[src/rtl/exec_unit_arbiter.sv]
// Round-robin arbiter sharing one combinational exec_unit among NUM_REQ requesters,
// with a single registered result stage behind a valid/ready handshake.
module exec_unit_arbiter #(
    parameter  int NUM_REQ = 2,
    parameter  int TAG_W   = 4,
    localparam int ID_W    = $clog2(NUM_REQ)
) (
    input  logic                   clk,
    input  logic                   rst_n,
    input  logic [NUM_REQ-1:0]     req_valid,
    output logic [NUM_REQ-1:0]     req_ready,
    input  logic [NUM_REQ*32-1:0]  req_pc,
    input  logic [NUM_REQ*32-1:0]  req_rs1,
    input  logic [NUM_REQ*32-1:0]  req_rs2,
    input  logic [NUM_REQ*32-1:0]  req_imm,
    input  logic [NUM_REQ*6-1:0]   req_params,
    input  logic [NUM_REQ*TAG_W-1:0] req_tag,
    output logic [31:0]            eu_pc,
    output logic [31:0]            eu_rs1,
    output logic [31:0]            eu_rs2,
    output logic [31:0]            eu_imm,
    output logic [5:0]             eu_params,
    input  logic [31:0]            eu_out,
    output logic                   res_valid,
    input  logic                   res_ready,
    output logic [31:0]            res_data,
    output logic [ID_W-1:0]        res_src,
    output logic [TAG_W-1:0]       res_tag,
    output logic [31:0]            op_count
);

    localparam logic       OP1_REG = 1'b0;
    localparam logic       OP2_REG = 1'b0;
    localparam logic [3:0] OP_ADD  = 4'd0;

    localparam logic [ID_W:0]   NUM_REQ_W = (ID_W+1)'(NUM_REQ);
    localparam logic [ID_W-1:0] LAST_IDX  = ID_W'(NUM_REQ - 1);

    logic              can_acc;
    logic              gnt_found;
    logic              gnt_valid;
    logic [ID_W-1:0]   rr_ptr;
    logic [ID_W-1:0]   grant_idx;
    logic [ID_W-1:0]   rr_next;
    logic [ID_W:0]     scan_sum;
    logic [TAG_W-1:0]  sel_tag;

    assign can_acc   = !res_valid || res_ready;
    assign gnt_valid = can_acc && gnt_found;
    assign rr_next   = (grant_idx == LAST_IDX) ? '0 : grant_idx + ID_W'(1);

    // Scan requesters starting at rr_ptr, wrapping at NUM_REQ-1 back to 0.
    always_comb begin
        gnt_found = 1'b0;
        grant_idx = '0;
        scan_sum  = '0;
        for (int k = 0; k < NUM_REQ; k++) begin
            scan_sum = {1'b0, rr_ptr} + (ID_W+1)'(k);
            if (scan_sum >= NUM_REQ_W) begin
                scan_sum = scan_sum - NUM_REQ_W;
            end
            if (!gnt_found && req_valid[scan_sum[ID_W-1:0]]) begin
                gnt_found = 1'b1;
                grant_idx = scan_sum[ID_W-1:0];
            end
        end
    end

    // Idle exec_unit inputs are forced to a fixed ADD of zeros.
    always_comb begin
        req_ready = '0;
        eu_pc     = '0;
        eu_rs1    = '0;
        eu_rs2    = '0;
        eu_imm    = '0;
        eu_params = {OP1_REG, OP2_REG, OP_ADD};
        sel_tag   = '0;
        for (int i = 0; i < NUM_REQ; i++) begin
            if (gnt_valid && grant_idx == ID_W'(i)) begin
                req_ready[i] = 1'b1;
                eu_pc        = req_pc[i*32 +: 32];
                eu_rs1       = req_rs1[i*32 +: 32];
                eu_rs2       = req_rs2[i*32 +: 32];
                eu_imm       = req_imm[i*32 +: 32];
                eu_params    = req_params[i*6 +: 6];
                sel_tag      = req_tag[i*TAG_W +: TAG_W];
            end
        end
    end

    always_ff @(posedge clk or negedge rst_n) begin
        if (!rst_n) begin
            res_valid <= 1'b0;
            res_data  <= '0;
            res_src   <= '0;
            res_tag   <= '0;
            op_count  <= '0;
            rr_ptr    <= '0;
        end else begin
            if (gnt_valid) begin
                res_valid <= 1'b1;
                res_data  <= eu_out;
                res_src   <= grant_idx;
                res_tag   <= sel_tag;
                rr_ptr    <= rr_next;
                op_count  <= op_count + 32'd1;
            end else if (res_ready) begin
                res_valid <= 1'b0;
            end
        end
    end

endmodule

[config.mk]
export PLATFORM = sky130hd
export DESIGN_NAME = exec_unit_arbiter
export DESIGN_NICKNAME = d
export VERILOG_FILES = /design/src/rtl/exec_unit_arbiter.sv
export SDC_FILE = /design/constraint.sdc
export NUM_CORES = 1
export LEC_CHECK = 0
export ABC_AREA = 1
export CAP_MARGIN = 20
export CORE_AREA = 4 4 202 204
export CTS_BUF_LIST = sky130_fd_sc_hd__clkbuf_4 sky130_fd_sc_hd__clkbuf_8
export DETAILED_ROUTE_END_ITERATION = 10
export DIE_AREA = 0 0 206 208
export GPL_TIMING_DRIVEN = 0
export RECOVER_POWER = 100
export SLEW_MARGIN = 20
export SYNTH_ARGS = -nofsm -noshare
export SYNTH_HDL_FRONTEND = slang
export SYNTH_SLANG_ARGS = --single-unit
[constraint.sdc]
create_clock -name clk -period 1.69 [get_ports clk]
set_input_delay 0.338 -clock clk [delete_from_list [all_inputs] [get_ports clk]]
set_output_delay 0.338 -clock clk [all_outputs]
set_load 0.02 [all_outputs]
==> results of run 1 <==
-- metrics by stage --
step	instance area [sq um]	utilization
4_1_cts	11400	0.289
5_1_grt	11900	0.302
2_1_floorplan	4870	-
3_3_place_gp	10700	0.273
6_report	11900	0.302
3_5_place_dp	10700	0.273
-- cell usage after synthesis --
| cell type | instances | area (sq um) |
|---|---|---|
| nand2_1 | 185 | 694 |
| a22o_1 | 134 | 1170 |
| dfrtp_1 | 71 | 1780 |
| inv_1 | 33 | 124 |
| nor2_1 | 27 | 101 |
| buf_2 | 19 | 95.1 |
| nand3_1 | 15 | 75.1 |
| buf_4 | 13 | 97.6 |
| xor2_1 | 10 | 87.6 |
| nand4_1 | 9 | 56.3 |
| xnor2_1 | 9 | 78.8 |
| clkbuf_1 | 5 | 18.8 |
| o21ai_1 | 5 | 25.0 |
| a22oi_1 | 4 | 30.0 |
| nand3b_1 | 4 | 30.0 |
| nor2_4 | 4 | 45.0 |
| nand2_2 | 3 | 18.8 |
| nor2_2 | 3 | 18.8 |
| buf_6 | 1 | 11.3 |
| ha_1 | 1 | 12.5 |
| inv_2 | 1 | 3.75 |
| nor3_1 | 1 | 5.00 |
| nor3b_1 | 1 | 7.51 |
| o21ai_0 | 1 | 5.00 |
| o21ai_2 | 1 | 8.76 |
-- cells by family (layout without fill, tap and decap cells) --
family                   after synthesis  count (layout)
XOR/XNOR                              19              19
adder cells (fa/ha/maj)                1               1
AND/OR/NAND/NOR                      252             252
buffers and inverters                 72             634
AO/OA/AOI/OAI                        145             145
flip-flops                            71              71
other                                  0              14
-- worst min-delay path, stage by stage --
cell and delay [ps]:
dlygate4sd2_1 240, nor2_2 70, nand2_1 70
-- path summary, 6_finish.rpt --
kind / to / slack (ps) / depth (start not counted)
hold reg to reg: res_data[10]$_DFFE_PN0P_ / 490 / 2
setup / recovery: eu_rs2[21] / -670 / 9
max in group asynchronous: res_data[3]$_DFFE_PN0P_ / 340 / 3
setup reg to reg: op_count[29]$_DFFE_PN0P_ / -60 / 10
hold / removal: res_valid$_DFFE_PN0P_ / 390 / 3
min in group asynchronous: res_valid$_DFFE_PN0P_ / 630 / 2
-- sequential cells by signal, indices dropped and copies added, names as in the netlist --
signal	flops
res_src	1
res_valid	1
rr_ptr	1
op_count	32
res_data	32
res_tag	4
-- cell usage in the layout (no fill, tap or decap), drive strengths merged, types with 3 or more instances in the layout --
cell           Yosys  routed
o21ai              7       7
clkbuf             5      34
nand3             15      15
nor2              34      34
dfrtp             71      71
xor2              10      10
nand2            188     188
nand3b             4       4
a22o             134     134
dlymetal6s2s       0       7
clkdlybuf4s50      0     371
diode              0      14
dlygate4sd2        0       3
a22oi              4       4
clkinvlp           0       3
buf               33     176
inv               34      36
xnor2              9       9
nand4              9       9
-- what timing repair did --
item                       CTS  global route
gates resized for setup    726           208
pin swaps                    8            13
hold buffers                 1             0
buffers inserted             7            10
setup endpoints to repair  199           219
hold endpoints to repair    33             0
cloned                       4             8
-- layout make-up --
type | instances | share of cell area
diodes | 14 | 0.00295
flip-flops and latches | 71 | 0.150
clock buffers | 10 | 0.0111
clock inverters | 6 | 0.00379
inverters | 34 | 0.0118
repair buffers | 547 | 0.474
multi-input cells | 417 | 0.246
plain buffers | 37 | 0.0458
well taps | 525 | 0.0553
-- power by group --
| part | internal, mW | switching (mW) |
|---|---|---|
| clock | 0.557 | 0.716 |
| combinational | 2.25 | 2.03 |
| sequential | 1.90 | 0.190 |
| total | 4.70 | 2.94 |
-- per-layer routing --
metal,wire (microns),vias to the layer above
met1,13400,3122
met2,21200,392
met5,13,-
met3,6200,56
met4,1560,2
li1,-,3088
==> impl_metrics.env, run 1 <==
export IMPL_final_layout_size_suffix_gt1_frac=0.248
export IMPL_path_cells="inv_2 > nor2_4 > buf_6 > nor2_4 > buf_12 > buf_16 > bufbuf_16 > a22o_4 > buf_6"
export IMPL_leakagePower_nw=5.39
export IMPL_synthMuxAreaShare=0
export IMPL_period_share=1.40
export IMPL_yosys_warnings=0
export IMPL_drt_iter0_drc=324
export IMPL_ys_ff_latch=71
export IMPL_power_density_nw_per_um2=643
export IMPL_final_hold_viol_count=0
export IMPL_globalplace_congestion=0.943
export IMPL_grtUsageMet3=0.109
export IMPL_cts_tree="done"
export IMPL_synth_simple_area_share=0.229
export IMPL_critPathTopFamily="buffers and inverters"
export IMPL_startpoint="res_valid$_DFFE_PN0P_"
export IMPL_skew_ps=11.8
export IMPL_std_cell_rows=73
export IMPL_fin_total_pwr_mw=7.64
export IMPL_cp_max_fo=6
export IMPL_cts_root_buf="clkbuf_8"
export IMPL_clk_latency_ps=360
export IMPL_synth_cell_area_sq_um=4600
export IMPL_end_kind="output pin"
export IMPL_synth_top_family_by_area="compound AO/OA/AOI/OAI gates"
export IMPL_drc_errors=0
export IMPL_top_usage_layer="met2"
export IMPL_synthDistinctLibCells=25
export IMPL_path_buf_inv=6
export IMPL_synth_compound_area_share=0.270
export IMPL_use_met2=0.321
export IMPL_drt_total_wl_microns=42300
export IMPL_register_area_sq_um=1780
export IMPL_grt_ovfl_total=0
export IMPL_clkTransAtPathRegs_ps=90
export IMPL_violations="negative setup slack"
export IMPL_cts_buffer_depth=2
export IMPL_drv_slew=0
export IMPL_critical_path_required_ps=1350
export IMPL_cts_sinks=71
export IMPL_fin_ws_ps=-672
export IMPL_hp_class="in -> reg"
export IMPL_period_minus_slack_ps=2360
export IMPL_ys_seq_area_frac=0.386
export IMPL_max_freq_ghz=0.423
export IMPL_fillers=4147
export IMPL_numCtsBuffers=9
export IMPL_dp_cells=1604
export IMPL_synth_avg_cell_area_sq_um=8.22
export IMPL_slew_headroom=0.407
export IMPL_cap_violations=0
export IMPL_num_io_pins=519
export IMPL_rr_startpoint="res_valid$_DFFE_PN0P_"
export IMPL_grt_pass1_wl_microns=53900
export IMPL_initial_core_util=0.117
export IMPL_pre_cts_ws_ps=-2020
export IMPL_antenna_found_initial=25
export IMPL_coreArea_sq_um=39300
export IMPL_grtUsageTotal=0.182
export IMPL_cp_arrival_ps=2020
export IMPL_final_cells=1661
export IMPL_syn_inst=560
export IMPL_dr_pass1_iters=4
export IMPL_htreeDepth=3
export IMPL_vdd_drop_max_mv=0.754
export IMPL_final_nets=1431
export IMPL_max_stage_delay_ps=380
export IMPL_portBuffers=518
export IMPL_outcome="finished with violations"
export IMPL_die_w_microns=206
export IMPL_timing_hold_ws_ps=388
export IMPL_grt_max_degree=39
export IMPL_met1_usage=0.171
export IMPL_synthAdderAreaFrac=0.00272
export IMPL_grt_pass1_vias=6777
export IMPL_multi_input_area_sq_um=2920
export IMPL_setup_violations=171
export IMPL_layout_area_overhead_vs_synth_pct=158
export IMPL_synth_xor_area_frac=0.0362
export IMPL_wl_per_cell_microns=25.5
export IMPL_dp_hpwl_microns=36100
export IMPL_die_area_sq_um=42800
export IMPL_hold_path_startpoint="req_valid[0]"
export IMPL_rsz0062_at_grt="true"
export IMPL_worst_setup_path_type="reg -> out"
export IMPL_cp_start_kind="register"
export IMPL_syn_num_nets=874
export IMPL_ant_nets=0
export IMPL_vias=6660
export IMPL_via_per_inst=4.01
export IMPL_crit_slowest_cell="dfrtp_2"
export IMPL_finalSetupTns_ps=-79340
export IMPL_die_height_microns=208
export IMPL_tightest_slew_ps=889
Note: power is estimated with default switching activity, not from simulation.
==> run 2: changes to the inputs <==
==> constraint.sdc (replaced) <==
create_clock -name clk -period 1.69 [get_ports clk]
set_input_delay 0.169 -clock clk [delete_from_list [all_inputs] [get_ports clk]]
set_output_delay 0.169 -clock clk [all_outputs]
set_load 0.02 [all_outputs]
==> impl_metrics.env, run 2 (same netlist as run 1, synthesis figures left out) <==
export IMPL_seqPwrFrac=0.290
export IMPL_top_usage_layer="met2"
export IMPL_ant_nets=0
export IMPL_initial_core_util=0.117
export IMPL_path_cells="inv_2 > nor2_4 > nor2_4 > nand2_4 > inv_8 > clkbuf_16 > buf_8 > a22o_1 > buf_6"
export IMPL_grtUsageMet3=0.106
export IMPL_hold_path_startpoint="eu_out[7]"
export IMPL_power_frac_clock=0.172
export IMPL_worst_setup_path_type="reg -> out"
export IMPL_cp_arrival_ps=1880
export IMPL_cp_max_fo=10
export IMPL_grtUsageTotal=0.174
export IMPL_die_w_microns=206
export IMPL_tightest_slew_ps=792
export IMPL_cts_tree="done"
export IMPL_vias=6582
export IMPL_cts_sinks=71
export IMPL_layout_area_overhead_vs_synth_pct=142
export IMPL_hp_class="in -> reg"
export IMPL_vdd_drop_max_mv=0.492
export IMPL_crit_slowest_cell="dfrtp_1"
export IMPL_std_cell_rows=73
export IMPL_power_density_nw_per_um2=644
export IMPL_critical_path_required_ps=1520
export IMPL_final_core_util=0.283
export IMPL_grt_max_degree=41
export IMPL_via_per_inst=3.98
export IMPL_timing_hold_ws_ps=339
export IMPL_fin_ws_ps=-360
export IMPL_final_layout_size_suffix_gt1_frac=0.216
export IMPL_final_cell_mix="367 x clkdlybuf4s50_1, 185 x nand2_1, 118 x a22o_1"
export IMPL_cp_start_kind="register"
export IMPL_drt_total_wl_microns=40100
export IMPL_numCtsBuffers=9
export IMPL_dr_pass1_iters=7
export IMPL_period_minus_slack_ps=2050
export IMPL_reg_top3="op_count x32, res_data x32, res_tag x4"
export IMPL_drt_iter0_drc=412
export IMPL_die_area_sq_um=42800
export IMPL_clkTransAtPathRegs_ps=80
export IMPL_max_freq_ghz=0.488
export IMPL_antenna_found_initial=28
export IMPL_dp_hpwl_microns=34600
export IMPL_max_stage_delay_ps=390
export IMPL_mostFrequentLayoutCell="clkdlybuf4s50_1"
export IMPL_dp_cells=1604
export IMPL_grt_ovfl_total=0
export IMPL_final_hold_viol_count=0
export IMPL_num_io_pins=519
export IMPL_leakagePower_nw=5.04
export IMPL_cts_buffer_depth=2
export IMPL_finalSetupTns_ps=-38120
export IMPL_p_sw_frac=0.379
export IMPL_violations="negative setup slack"
export IMPL_clk_latency_ps=360
export IMPL_grt_pass1_wl_microns=52300
export IMPL_period_share=1.21
export IMPL_min_delay_path_depth=3
export IMPL_rsz0062_at_grt="true"
export IMPL_wl_per_cell_microns=24.2
export IMPL_final_cells=1653
export IMPL_cts_root_buf="clkbuf_8"
export IMPL_rr_startpoint="res_valid$_DFFE_PN0P_"
export IMPL_skew_ps=7.84
export IMPL_outcome="finished with violations"
export IMPL_globalplace_congestion=0.966
export IMPL_htreeDepth=3
export IMPL_slew_headroom=0.472
export IMPL_grt_pass1_vias=6598
export IMPL_die_height_microns=208
export IMPL_combPwrFrac=0.537
export IMPL_worstRegToRegCells=9
export IMPL_end_kind="output pin"
export IMPL_path_common_cell="nor2_4"
export IMPL_portBuffers=518
export IMPL_p_sw_mw=2.72
export IMPL_drc_errors=0
export IMPL_coreArea_sq_um=39300
export IMPL_cap_violations=0
export IMPL_setup_violations=141
export IMPL_startpoint="res_valid$_DFFE_PN0P_"
export IMPL_use_met2=0.297
export IMPL_final_nets=1426
export IMPL_drv_slew=0
export IMPL_met1_usage=0.186
export IMPL_intPower_mw=4.45
==> run 2: area by class of cell <==
type	count	area [sq um]
diodes	12	30.0
plain buffers	37	447
clock buffers	11	145
clock inverters	4	22.5
fillers	4252	28100
inverters	34	135
multi-input cells	417	2660
flip-flops and latches	71	1780
well taps	525	657
repair buffers	542	5260
==> run 2: what timing repair did <==
action                                  4_1_cts  5_1_grt
hold buffers                                  1        0
buffers inserted                              6       13
gates cloned                                  1        2
pin swaps                                     3       10
hold endpoints to repair                     31        0
endpoints found under the setup margin      151      160
resized for setup                           674      210
==> run 2: final timing paths <==
check,to,slack (ps)
worst min register to register,res_data[16]$_DFFE_PN0P_,480
max in group asynchronous,res_data[10]$_DFFE_PN0P_,230
worst max register to register,op_count[17]$_DFFE_PN0P_,-110
worst min-delay path,res_data[7]$_DFFE_PN0P_,340
worst max-delay path,eu_rs1[17],-360
min in group asynchronous,res_data[12]$_DFFE_PN0P_,420
==> run 2: per-stage QoR <==
step | power (mW) | instance area (sq um) | setup WS (ps)
floorplan | 3.52 | 4600 | 20.1
global placement | 5.78 | 10400 | -2170
detailed placement | 5.79 | 10500 | -1450
CTS | 7.12 | 10800 | -503
global route | 7.57 | 11100 | -450
finish | 7.18 | 11100 | -360
==> run 2: critical path: cells and delay by family, from the launching register on <==
kind / cells / cell delay [ps]
buffers and inverters: 5 / 660
flip-flops: 1 / 390
AND/OR/NAND/NOR: 3 / 260
AO/OA/AOI/OAI: 1 / 170
==> run 2: per-layer routing <==
metal,part of all wire,wire [microns]
met5,0.0015,60
met4,0.010,403
met3,0.16,6260
met2,0.48,19300
met1,0.35,14000
==> run 2: power groups by stage <==
stage          Clock [mW]  Sequential [mW]  Combinational (mW)
6_report             1.24             2.08                3.86
4_1_cts              1.28             2.09                3.75
3_5_place_dp            0             2.11                3.68
3_3_place_gp            0             2.10                3.68
2_1_floorplan           0             2.33                1.19
5_1_grt              1.35             2.12                4.10
